## config.mk

```make
export PLATFORM = sky130hd
export DESIGN_NAME = fetch_stage_flat
export DESIGN_NICKNAME = d
export VERILOG_FILES = /design/src/rtl/fetch_pkg.sv /design/src/rtl/fetch_stage_if.sv /design/src/rtl/fetch_perf_cnt.sv /design/src/rtl/fetch_stage.sv /design/src/flat_wrapper.sv
export SDC_FILE = /design/constraint.sdc
export NUM_CORES = 1
export LEC_CHECK = 0
export CORE_MARGIN = 2
export CORE_UTILIZATION = 25
export DETAILED_ROUTE_END_ITERATION = 8
export SLEW_MARGIN = 0
export SYNTH_ARGS = -nofsm -noshare
export SYNTH_HDL_FRONTEND = slang
export SYNTH_SLANG_ARGS = --single-unit
```

## constraint.sdc

```tcl
create_clock -name clk -period 2 [get_ports clk]
set_clock_uncertainty 0.05 [all_clocks]
set_input_delay 0.2 -clock clk [delete_from_list [all_inputs] [get_ports clk]]
set_output_delay 0.2 -clock clk [all_outputs]
set_load 0.01 [all_outputs]
```

## src/rtl/fetch_pkg.sv

```systemverilog
// fetch_pkg: shared next-PC select codes, NOP encoding, reset PC and fetch state enum
package fetch_pkg;
   localparam logic [1:0] PC_SEL_JAL = 2'd0;
   localparam logic [1:0] PC_SEL_ALU = 2'd1;
   localparam logic [1:0] PC_SEL_PC4 = 2'd2;
   localparam logic [31:0] NOP_INST = 32'h0000_0013;
   localparam logic [31:0] DEFAULT_RESET_PC = 32'h4000_0000;
   typedef enum logic {FILL, RUN} fetch_state_t;
endpackage

```

## src/rtl/fetch_stage_if.sv

```systemverilog
// fetch_stage_if: fetch-stage control, imem and FD/X pipeline signals; counters under FETCH_PERF_CNT_EN
interface fetch_stage_if;
   logic [1:0] pc_sel;
   logic [31:0] jal_target;
   logic [31:0] alu_target;
   logic stall;
   logic [31:0] imem_dout;
   logic [31:0] imem_addr;
   logic [31:0] pc_fd;
   logic [31:0] inst_fd;
   logic fd_valid;
   logic [31:0] pc_x;
   logic [31:0] inst_x;
   logic x_valid;
`ifdef FETCH_PERF_CNT_EN
   logic [31:0] cycle_cnt;
   logic [31:0] inst_cnt;
`endif
   modport master (
      input pc_sel, jal_target, alu_target, stall, imem_dout,
      output imem_addr, pc_fd, inst_fd, fd_valid, pc_x, inst_x, x_valid
`ifdef FETCH_PERF_CNT_EN
      , output cycle_cnt, inst_cnt
`endif
   );
   modport slave (
      output pc_sel, jal_target, alu_target, stall, imem_dout,
      input imem_addr, pc_fd, inst_fd, fd_valid, pc_x, inst_x, x_valid
`ifdef FETCH_PERF_CNT_EN
      , input cycle_cnt, inst_cnt
`endif
   );
endinterface

```

## src/rtl/fetch_perf_cnt.sv

```systemverilog
// fetch_perf_cnt: free-running cycle counter and retired-into-X instruction counter
module fetch_perf_cnt (
   input  logic        clk,
   input  logic        rst,
   input  logic        inst_inc,
   output logic [31:0] cycle_cnt,
   output logic [31:0] inst_cnt
);
   // count every non-reset cycle and every valid instruction entering X
   always_ff @(posedge clk) begin
      if (rst) begin
         cycle_cnt <= '0;
         inst_cnt <= '0;
      end else begin
         cycle_cnt <= cycle_cnt + 32'd1;
         inst_cnt <= inst_cnt + {31'd0, inst_inc};
      end
   end
endmodule

```

## src/rtl/fetch_stage.sv

```systemverilog
// fetch_stage: PC register, imem addressing and FD->X register; optional counters via FETCH_PERF_CNT_EN
module fetch_stage
   import fetch_pkg::*;
#(
   parameter logic [31:0] RESET_PC = DEFAULT_RESET_PC
) (
   input logic clk,
   input logic rst,
   fetch_stage_if.master bus
);
   fetch_state_t state;
   logic [31:0] next_pc;
   logic squash;
   // next-PC choice, fetch address (holds on stall so imem_dout stays stable) and NOP gating of FD
   always_comb begin
      squash = bus.pc_sel == PC_SEL_ALU;
      next_pc = |(bus.pc_sel & PC_SEL_PC4) ? bus.pc_fd + 32'd4 :
                squash ? bus.alu_target & ~32'd1 : bus.jal_target;
      bus.imem_addr = state == FILL ? RESET_PC : bus.stall ? bus.pc_fd : next_pc;
      bus.inst_fd = bus.fd_valid ? bus.imem_dout : NOP_INST;
   end
   // FILL primes the first fetch; RUN advances PC and FD->X unless stalled, bubbling X on an X redirect
   always_ff @(posedge clk) begin
      if (rst) begin
         state <= FILL;
         bus.pc_fd <= RESET_PC;
         bus.fd_valid <= 1'b0;
         bus.pc_x <= '0;
         bus.inst_x <= NOP_INST;
         bus.x_valid <= 1'b0;
      end else if (state == FILL) begin
         state <= RUN;
         bus.pc_fd <= RESET_PC;
         bus.fd_valid <= 1'b1;
      end else if (!bus.stall) begin
         bus.pc_fd <= next_pc;
         bus.pc_x <= bus.pc_fd;
         bus.inst_x <= squash ? NOP_INST : bus.inst_fd;
         bus.x_valid <= !squash && bus.fd_valid;
      end
   end
`ifdef FETCH_PERF_CNT_EN
   logic inst_inc;
   assign inst_inc = state == RUN && !bus.stall && !squash && bus.fd_valid;
   fetch_perf_cnt u_perf (
      .clk(clk),
      .rst(rst),
      .inst_inc(inst_inc),
      .cycle_cnt(bus.cycle_cnt),
      .inst_cnt(bus.inst_cnt)
   );
`endif
endmodule

```

## src/flat_wrapper.sv

```systemverilog
// flat-port wrapper written by rule: the top's interface ports become plain ports
module fetch_stage_flat import fetch_pkg::*;
#(
   parameter logic [31:0] RESET_PC = DEFAULT_RESET_PC
)
  (clk, rst, bus_pc_sel, bus_jal_target, bus_alu_target, bus_stall, bus_imem_dout, bus_imem_addr, bus_pc_fd, bus_inst_fd, bus_fd_valid, bus_pc_x, bus_inst_x, bus_x_valid);
  fetch_stage_if bus_i ();
  input logic clk;
  input logic rst;
  input wire logic [$bits(bus_i.pc_sel)-1:0] bus_pc_sel;
  input wire logic [$bits(bus_i.jal_target)-1:0] bus_jal_target;
  input wire logic [$bits(bus_i.alu_target)-1:0] bus_alu_target;
  input wire logic [$bits(bus_i.stall)-1:0] bus_stall;
  input wire logic [$bits(bus_i.imem_dout)-1:0] bus_imem_dout;
  output wire logic [$bits(bus_i.imem_addr)-1:0] bus_imem_addr;
  output wire logic [$bits(bus_i.pc_fd)-1:0] bus_pc_fd;
  output wire logic [$bits(bus_i.inst_fd)-1:0] bus_inst_fd;
  output wire logic [$bits(bus_i.fd_valid)-1:0] bus_fd_valid;
  output wire logic [$bits(bus_i.pc_x)-1:0] bus_pc_x;
  output wire logic [$bits(bus_i.inst_x)-1:0] bus_inst_x;
  output wire logic [$bits(bus_i.x_valid)-1:0] bus_x_valid;
  assign bus_i.pc_sel = bus_pc_sel;
  assign bus_i.jal_target = bus_jal_target;
  assign bus_i.alu_target = bus_alu_target;
  assign bus_i.stall = bus_stall;
  assign bus_i.imem_dout = bus_imem_dout;
  assign bus_imem_addr = bus_i.imem_addr;
  assign bus_pc_fd = bus_i.pc_fd;
  assign bus_inst_fd = bus_i.inst_fd;
  assign bus_fd_valid = bus_i.fd_valid;
  assign bus_pc_x = bus_i.pc_x;
  assign bus_inst_x = bus_i.inst_x;
  assign bus_x_valid = bus_i.x_valid;
  fetch_stage #(.RESET_PC(RESET_PC)) u_core (.clk(clk), .rst(rst), .bus(bus_i));
endmodule
```

==> run summary, run 1 <==
The run finished, with violations left. The final reports fail on setup timing. The total track usage came out at 0.207.

The worst slack at placement came out at -0.626 ns. In the final routed layout, each cell accounts on average for 18.0 um. In this run, CTS created clock tree buffers numbering 9. The congestion estimate from routability-driven global placement came to 0.896.

Post-route minimum period: 2.41 ns. For the number of pins exceeding their max-slew limit in the final report, the log shows 0. The total vias in the final route came out at 6,456. The initial cell density of the core was 0.254; the full die area was 21,600 sq um. The cell area that synthesis handed to floorplanning was 5120 sq um. The logs give 0 for the number of antenna repair diodes and 24 for the count of final setup violators. Entering global routing, the biggest net connects 55 pins. The count of endpoints failing hold in the final timing report is 0. The H-tree was split into 3 levels.

The top flip-flop cell by instance count after synthesis is sky130_fd_sc_hd__dfxtp_1. Class of the most critical setup path: reg -> out. The worst setup path is captured at an output pin. The tools report the buffer depth of the longest clock path as 2.

The final clock period utilization by the worst path is 1.21. The required time reported for the critical path endpoint was 1.75 ns. The number of enable-type register cells in the synthesized netlist is 0. Buffers placed on the I/O ports in this run total 261. The proportion of layout cells with a drive suffix above 1 was 0.322; the net total in the final layout was 1,143.

The worst-case reg-to-reg path depth is 10. Clock tree synthesis selected as its root buffer the cell sky130_fd_sc_hd__clkbuf_16. In this run the cell area measured after placement is 8880 sq um. After detailed routing, the number of remaining DRC violations is 0. After clock tree synthesis, the clock-pin slew on the worst setup and hold paths is 0.08 ns. The routed wire length came out at 23.7 mm. The startpoint of the worst register-to-register path was u_core.bus.pc_fd[3].

The run gives -6.57 ns as the setup total negative slack. The most critical setup path has its endpoint at bus_imem_addr[29]. After legalization and detailed placement, the total HPWL measured 16.8 mm. In the routed layout, each cell is associated on average with a via count of 4.91. On the final layout, the worst hold slack is 0.219 ns. Dividing total power by cell area gives a power density of 503 nW/um^2. The capture instance of the worst register-to-register path is u_core.bus.pc_fd[15].

At the worst endpoint, the arrival time is 2.16 ns. The number of iterations in the first detailed-routing pass is 7, and the max-cap violation count is 0. The total overflow left after global routing is 0. The worst max-slew margin expressed relative to the limit came out at 0.547. The tools report the worst IR drop on VDD as 463 uV. The area growth from synthesis to layout is 97.0%.

The library cell used most frequently in the layout, excluding fill and tap cells, is sky130_fd_sc_hd__clkdlybuf4s50_1. The post-synthesis sequential area ratio was 0.387; the number of top-level pins was 263. In the layout the commonest cells are sky130_fd_sc_hd__clkdlybuf4s50_1 (225), sky130_fd_sc_hd__buf_4 (139), sky130_fd_sc_hd__nand2_1 (92).

After technology mapping, the gate count stands at 649. The number of global-route vias before repair came out at 6,097. The least setup slack across all paths after layout was -0.414 ns. TritonCTS built the clock tree. The count of cell types in the netlist came out at 60. Setup repair after global routing could not meet its margin everywhere. Of all nets on the critical path, the largest fanout is 4. The number of nets handed over by synthesis was 751.

The transition time at the pin with the least slew margin was 0.678 ns. The tools report the startpoint class of the critical path as a register. The average instance in the mapped netlist occupies 7.89 sq um. Static timing analysis puts the maximum clock frequency at 0.414 GHz. The setup check on the worst reg-to-reg path leaves a slack of 0.03 ns.

For the post-route antenna net violation count, the log shows 0. The startpoint of the worst setup timing path was u_core.bus.pc_fd[7]. CTS saw 99 sinks. The total area inside the core boundary comes to 20,200 sq um. The floorplan has 52 rows.

The analysis attributes to cell leakage a power of 4.03 nW. Number of DRC markers in iteration 0: 555. The synthesized design contains 99 register bits. The first global-routing pass estimated 35.1 mm of wire.

The worst-skew pair later-pin latency was 0.36 ns. The total non-filler cell area in the finished layout came out at 10,100 sq um. The number of antenna violations at the first check in global routing is 0, and the final total power is 0.00507 W. The run gives 0 as the total of warnings raised by yosys. The die height was 147 um; the number of hold buffers added after CTS was 0. In this run the horizontal extent of the chip is 147 um. The number of fillers in the final layout came out at 1,906. Async set or reset register ratio after synthesis: 0.

The worst hold path belongs to the class in -> reg.
[synthesized netlist by cell type (11+ instances only)]
cell type / count / area (sq um)
sky130_fd_sc_hd__nand2_1: 100 / 375
sky130_fd_sc_hd__dfxtp_1: 99 / 1980
sky130_fd_sc_hd__nor2_1: 70 / 263
sky130_fd_sc_hd__a21oi_1: 51 / 255
sky130_fd_sc_hd__and2_1: 46 / 288
sky130_fd_sc_hd__clkbuf_1: 36 / 135
sky130_fd_sc_hd__a22oi_1: 31 / 233
sky130_fd_sc_hd__mux2i_1: 22 / 220
sky130_fd_sc_hd__nor3_1: 16 / 80.1
sky130_fd_sc_hd__and3_1: 13 / 81.3
sky130_fd_sc_hd__nand3_1: 13 / 65.1
sky130_fd_sc_hd__inv_1: 11 / 41.3
sky130_fd_sc_hd__mux2_2: 11 / 124
[per-stage QoR]
step | cells | utilization
floorplan | 649 | -
global placement | 1255 | 0.440
detailed placement | 1255 | 0.440
CTS | 1300 | 0.481
global route | 1316 | 0.500
finish | 1316 | 0.500
[report_power, final]
group	internal (W)	leakage, nW	total, W	switching [W]
sequential	0.00201	0.813	0.00204	0.0000307
combinational	0.000620	3.07	0.00115	0.000528
clock	0.000995	0.145	0.00188	0.000886
total	0.00362	4.03	0.00507	0.00144
[layer usage]
metal,GRT usage,vias to the layer above,part of all wire
met1,0.274,3057,0.43
met2,0.337,270,0.47
met5,0,-,0
met4,0.0692,0,0.023
li1,-,3087,-
met3,0.0404,42,0.069
[kinds of logic after synthesis]
group / Yosys count / share of synthesized area
and+or+nand+nor: 302 / 0.294
AOI/OAI and AO/OA: 149 / 0.195
xor gates and xnor gates: 2 / 0.00342
buffers and inverters: 62 / 0.0479
muxes: 34 / 0.0702
adders and majority gates: 1 / 0.00244
DFF: 99 / 0.387
[worst min-delay path by stage]
stage / end / slack, ns / startpoint / depth (start not counted)
floorplan: u_core.bus.inst_x[0] / 0.27 / bus_imem_dout[0] / 2
global placement: u_core.bus.pc_x[26] / 0.39 / u_core.bus.pc_x[26] / 2
detailed placement: u_core.bus.pc_x[8] / 0.40 / u_core.bus.pc_x[8] / 2
CTS: u_core.bus.pc_x[30] / 0.18 / rst / 2
global route: u_core.bus.pc_x[22] / 0.21 / rst / 2
finish: u_core.bus.pc_x[30] / 0.22 / rst / 2
[sequential cells by signal, indices dropped and copies added (netlist names)]
signal and flops:
u_core.bus.inst_x 32, u_core.bus.pc_fd 32, u_core.bus.pc_x 32, u_core.bus.fd_valid 1, u_core.bus.x_valid 1, u_core.state 1
[worst max-delay path: stages (launching register included)]
cell	delay, ns
sky130_fd_sc_hd__dfxtp_2	0.37
sky130_fd_sc_hd__nand4_4	0.12
sky130_fd_sc_hd__buf_12	0.16
sky130_fd_sc_hd__nor4_4	0.25
sky130_fd_sc_hd__buf_4	0.18
sky130_fd_sc_hd__nand4b_1	0.13
sky130_fd_sc_hd__mux2_4	0.33
sky130_fd_sc_hd__o2111a_1	0.13
sky130_fd_sc_hd__buf_6	0.12
[layout make-up]
type                    count  area [sq um]  share of cell area
clock buffers               9           225              0.0223
clock inverters             7          82.6             0.00819
flip-flops and latches     99          2020               0.201
multi-input cells         488          3410               0.339
well taps                 270           338              0.0335
inverters                  12          45.0             0.00447
repair buffers            431          3950               0.392
[timing repair]
action,in CTS,in global routing
endpoints found under the setup margin,37,37
pin swaps,42,48
resized for setup,224,72
setup buffers,31,23
Power figures use the tool's default switching activity.
==> run 2, diff against run 1 <==
- PLACE_DENSITY: not set -> 0.69
==> run summary, run 2 (same netlist as run 1, synthesis figures left out) <==
The core region area is 20,200 sq um (unchanged). Regs by FF count: u_core.bus.inst_x: 32 flops, u_core.bus.pc_fd: 32 flops, u_core.bus.pc_x: 32 flops (unchanged). The largest fanout on the critical path was 4 (unchanged). The met2 demand-to-capacity share in global routing was 0.353 (was 0.337). The number of levels in the clock H-tree came out at 3 (unchanged). The tools report the post-layout utilization of the core as 0.503 (was 0.500).

The flow ran to the end, but the final reports show violations. The tools report the number of hold buffers added after CTS as 0 (unchanged). The arrival time at the worst endpoint came out at 2.15 ns (was 2.16 ns). The post-route DRC violation count was 0 (unchanged); the worst IR drop on VDD was 486 uV (was 463 uV). The tools report the startpoint class of the critical path as a register (unchanged).

The least setup slack across all paths after layout was -0.397 ns (was -0.414 ns). The class of the most critical setup path was reg -> out (unchanged). Setup repair after global routing could not meet its margin everywhere. The initial cell density of the core is 0.254 (unchanged).

The transition time at the pin with the least slew margin was 0.733 ns (was 0.678 ns); the count of final setup violators was 27 (was 24). The final global-route overflow total is 0 (unchanged), and the number of top-level pins is 263 (unchanged). The number of DRC markers in iteration 0 was 425 (was 555); the number of antenna repair diodes was 0 (unchanged). Failing checks: setup timing (unchanged). The met3 capacity usage during global routing was 0.0478 (was 0.0404).

The average vias per placed instance came out at 5.03 (was 4.91). The run gives 4.05 nW (was 4.03 nW) as the leakage dissipation. Crit path cell chain: buf_6 > nand4_1 > nor4_4 > buf_4 > a31oi_2 > a211o_1 > and2_1 > buf_2 (was nand4_4 > buf_12 > nor4_4 > buf_4 > nand4b_1 > mux2_4 > o2111a_1 > buf_6).

The required time reported for the critical path endpoint is 1.75 ns (about the same). Biggest cell delay along the critical path: 0.39 ns (was 0.37 ns). TritonCTS built the clock tree.

The area growth from synthesis to layout is 98.1% (was 97.0%), and the met1 routing resource usage after global routing is 0.264 (was 0.274). The number of iterations in the first detailed-routing pass was 7 (unchanged). The maximum number of pins on one net before global-route repair was 64 (was 55). Total vias in the final route: 6,640 (was 6,456). The busiest layer in global routing is met2 (unchanged). The die height is 147 um (unchanged), and the minimum setup slack among reg-to-reg paths is -0.33 ns (was 0.03 ns). The HPWL reported at the end of detailed placement is 16.6 mm (was 16.8 mm). The number of buffers and inverters on the critical path was 3 (unchanged); the total track usage was 0.209 (was 0.207).

The run gives 0 (unchanged) as the post-route antenna net violation count. The run gives 9 (unchanged) as the CTS buffer count. The fmax was 0.417 GHz (was 0.414 GHz). Most frequent cells in the layout: sky130_fd_sc_hd__clkdlybuf4s50_1 (225), sky130_fd_sc_hd__buf_4 (142), sky130_fd_sc_hd__nand2_1 (93) (was sky130_fd_sc_hd__clkdlybuf4s50_1 (225), sky130_fd_sc_hd__buf_4 (139), sky130_fd_sc_hd__nand2_1 (92)). The logs give 0 (unchanged) for the count of endpoints failing hold in the final timing report and 35.8 mm (was 35.1 mm) for the wire length of the first global-routing pass. The setup total negative slack is -7.83 ns (was -6.57 ns), and the number of clock sinks seen by CTS is 99 (unchanged). Type of element capturing the critical path: an output pin (unchanged). Worst-skew pair later-pin latency: 0.36 ns (about the same). The clock-pin slew on the worst setup and hold paths is 0.07 ns (was 0.08 ns), and the number of global-route vias before repair is 6,582 (was 6,097). The commonest non-fill, non-tap cell in the layout is sky130_fd_sc_hd__clkdlybuf4s50_1 (unchanged). The routed wire length is 23.9 mm (was 23.7 mm), and the number of pins exceeding their max-slew limit in the final report is 0 (unchanged). The tools report the area occupied by multi-input gates as 3390 sq um (was 3410 sq um).

The run gives 21,600 sq um (unchanged) as the full die area. The max-cap violation count was 0 (unchanged). The buffer depth of the longest clock path is 2 (unchanged), and the post-route minimum period is 2.40 ns (was 2.41 ns).

The proportion of layout cells with a drive suffix above 1 was 0.324 (was 0.322); the final clock period utilization by the worst path was 1.20 (was 1.21). The routability congestion estimate from global placement is 0.893 (was 0.896). The power density over the cells was 509 nW/um^2 (was 503 nW/um^2). Classification of the worst-slack hold path: in -> reg (unchanged). The run gives 1,846 (was 1,906) as the number of fillers in the final layout. The slowest stage cell on the critical path was sky130_fd_sc_hd__dfxtp_4 (was sky130_fd_sc_hd__dfxtp_2). The total of buffers placed on input and output ports is 261 (unchanged). For the row count, the log shows 52 (unchanged). Number of antenna violations at the first check in global routing: 0 (unchanged). The family with the most delay on the worst path is simple AND/OR/NAND/NOR gates (unchanged). The tools report the clock root buffer as sky130_fd_sc_hd__clkbuf_16 (unchanged). The die span in x is 147 um (unchanged), and the register area is 2030 sq um (was 2020 sq um). The worst max-slew margin expressed relative to the limit came out at 0.510 (was 0.547). The routed wirelength normalized by instance count is 18.1 um (was 18.0 um), and the net total in the final layout is 1,148 (was 1,143). Minimum hold slack: 0.117 ns (was 0.219 ns).
==> run 2: power breakdown <==
part           switching [W]  internal, W  total [W]
clock network       0.000850      0.00110    0.00195
logic               0.000536     0.000637    0.00117
registers          0.0000321      0.00200    0.00204
==> run 2: cell type report <==
class	instances	area share
Sequential cell	99	0.200
Inverter	12	0.00457
Tap cell	270	0.0333
Timing Repair Buffer	436	0.396
Clock inverter	6	0.00876
Multi-Input combinational cell	488	0.335
Clock buffer	10	0.0226
==> run 2: worst register-to-register path, delay by kind of cell, from the launching register on <==
kind | cells | cell delay, ns
buffers and inverters | 8 | 0.93
and+or+nand+nor | 3 | 0.53
DFF | 1 | 0.39
AOI/OAI and AO/OA | 2 | 0.30
==> run 2: final timing paths <==
kind | from | depth (start not counted) | to
setup / recovery | u_core.bus.pc_fd[13] | 8 | bus_imem_addr[23]
setup reg to reg | u_core.bus.pc_fd[13] | 13 | u_core.bus.pc_fd[21]
hold reg to reg | u_core.bus.pc_x[12] | 2 | u_core.bus.pc_x[12]
hold / removal | rst | 2 | u_core.bus.pc_fd[27]
==> run 2: per-stage QoR <==
step | cell area (sq um) | total power [W] | setup WS, ns | instances
6_report | 10100 | 0.00516 | -0.397 | 1321
5_1_grt | 10100 | 0.00538 | -0.503 | 1321
4_1_cts | 9820 | 0.00517 | -0.384 | 1316
3_5_place_dp | 8840 | 0.00314 | -0.632 | 1250
3_3_place_gp | 8840 | 0.00313 | -0.572 | 1250
2_1_floorplan | 5130 | 0.00248 | 0.00499 | 649
==> run 2: timing repair <==
action / in CTS / in global routing
setup endpoints to repair: 36 / 46
setup buffers: 52 / 20
gates resized for setup: 227 / 80
pin swaps: 56 / 37
gates cloned: 0 / 0
==> run 2: layer usage <==
layer	vias to the layer above	part of all wire
met5	-	0
met4	0	0.028
met3	60	0.071
met2	283	0.48
met1	3200	0.42
li1	3097	-
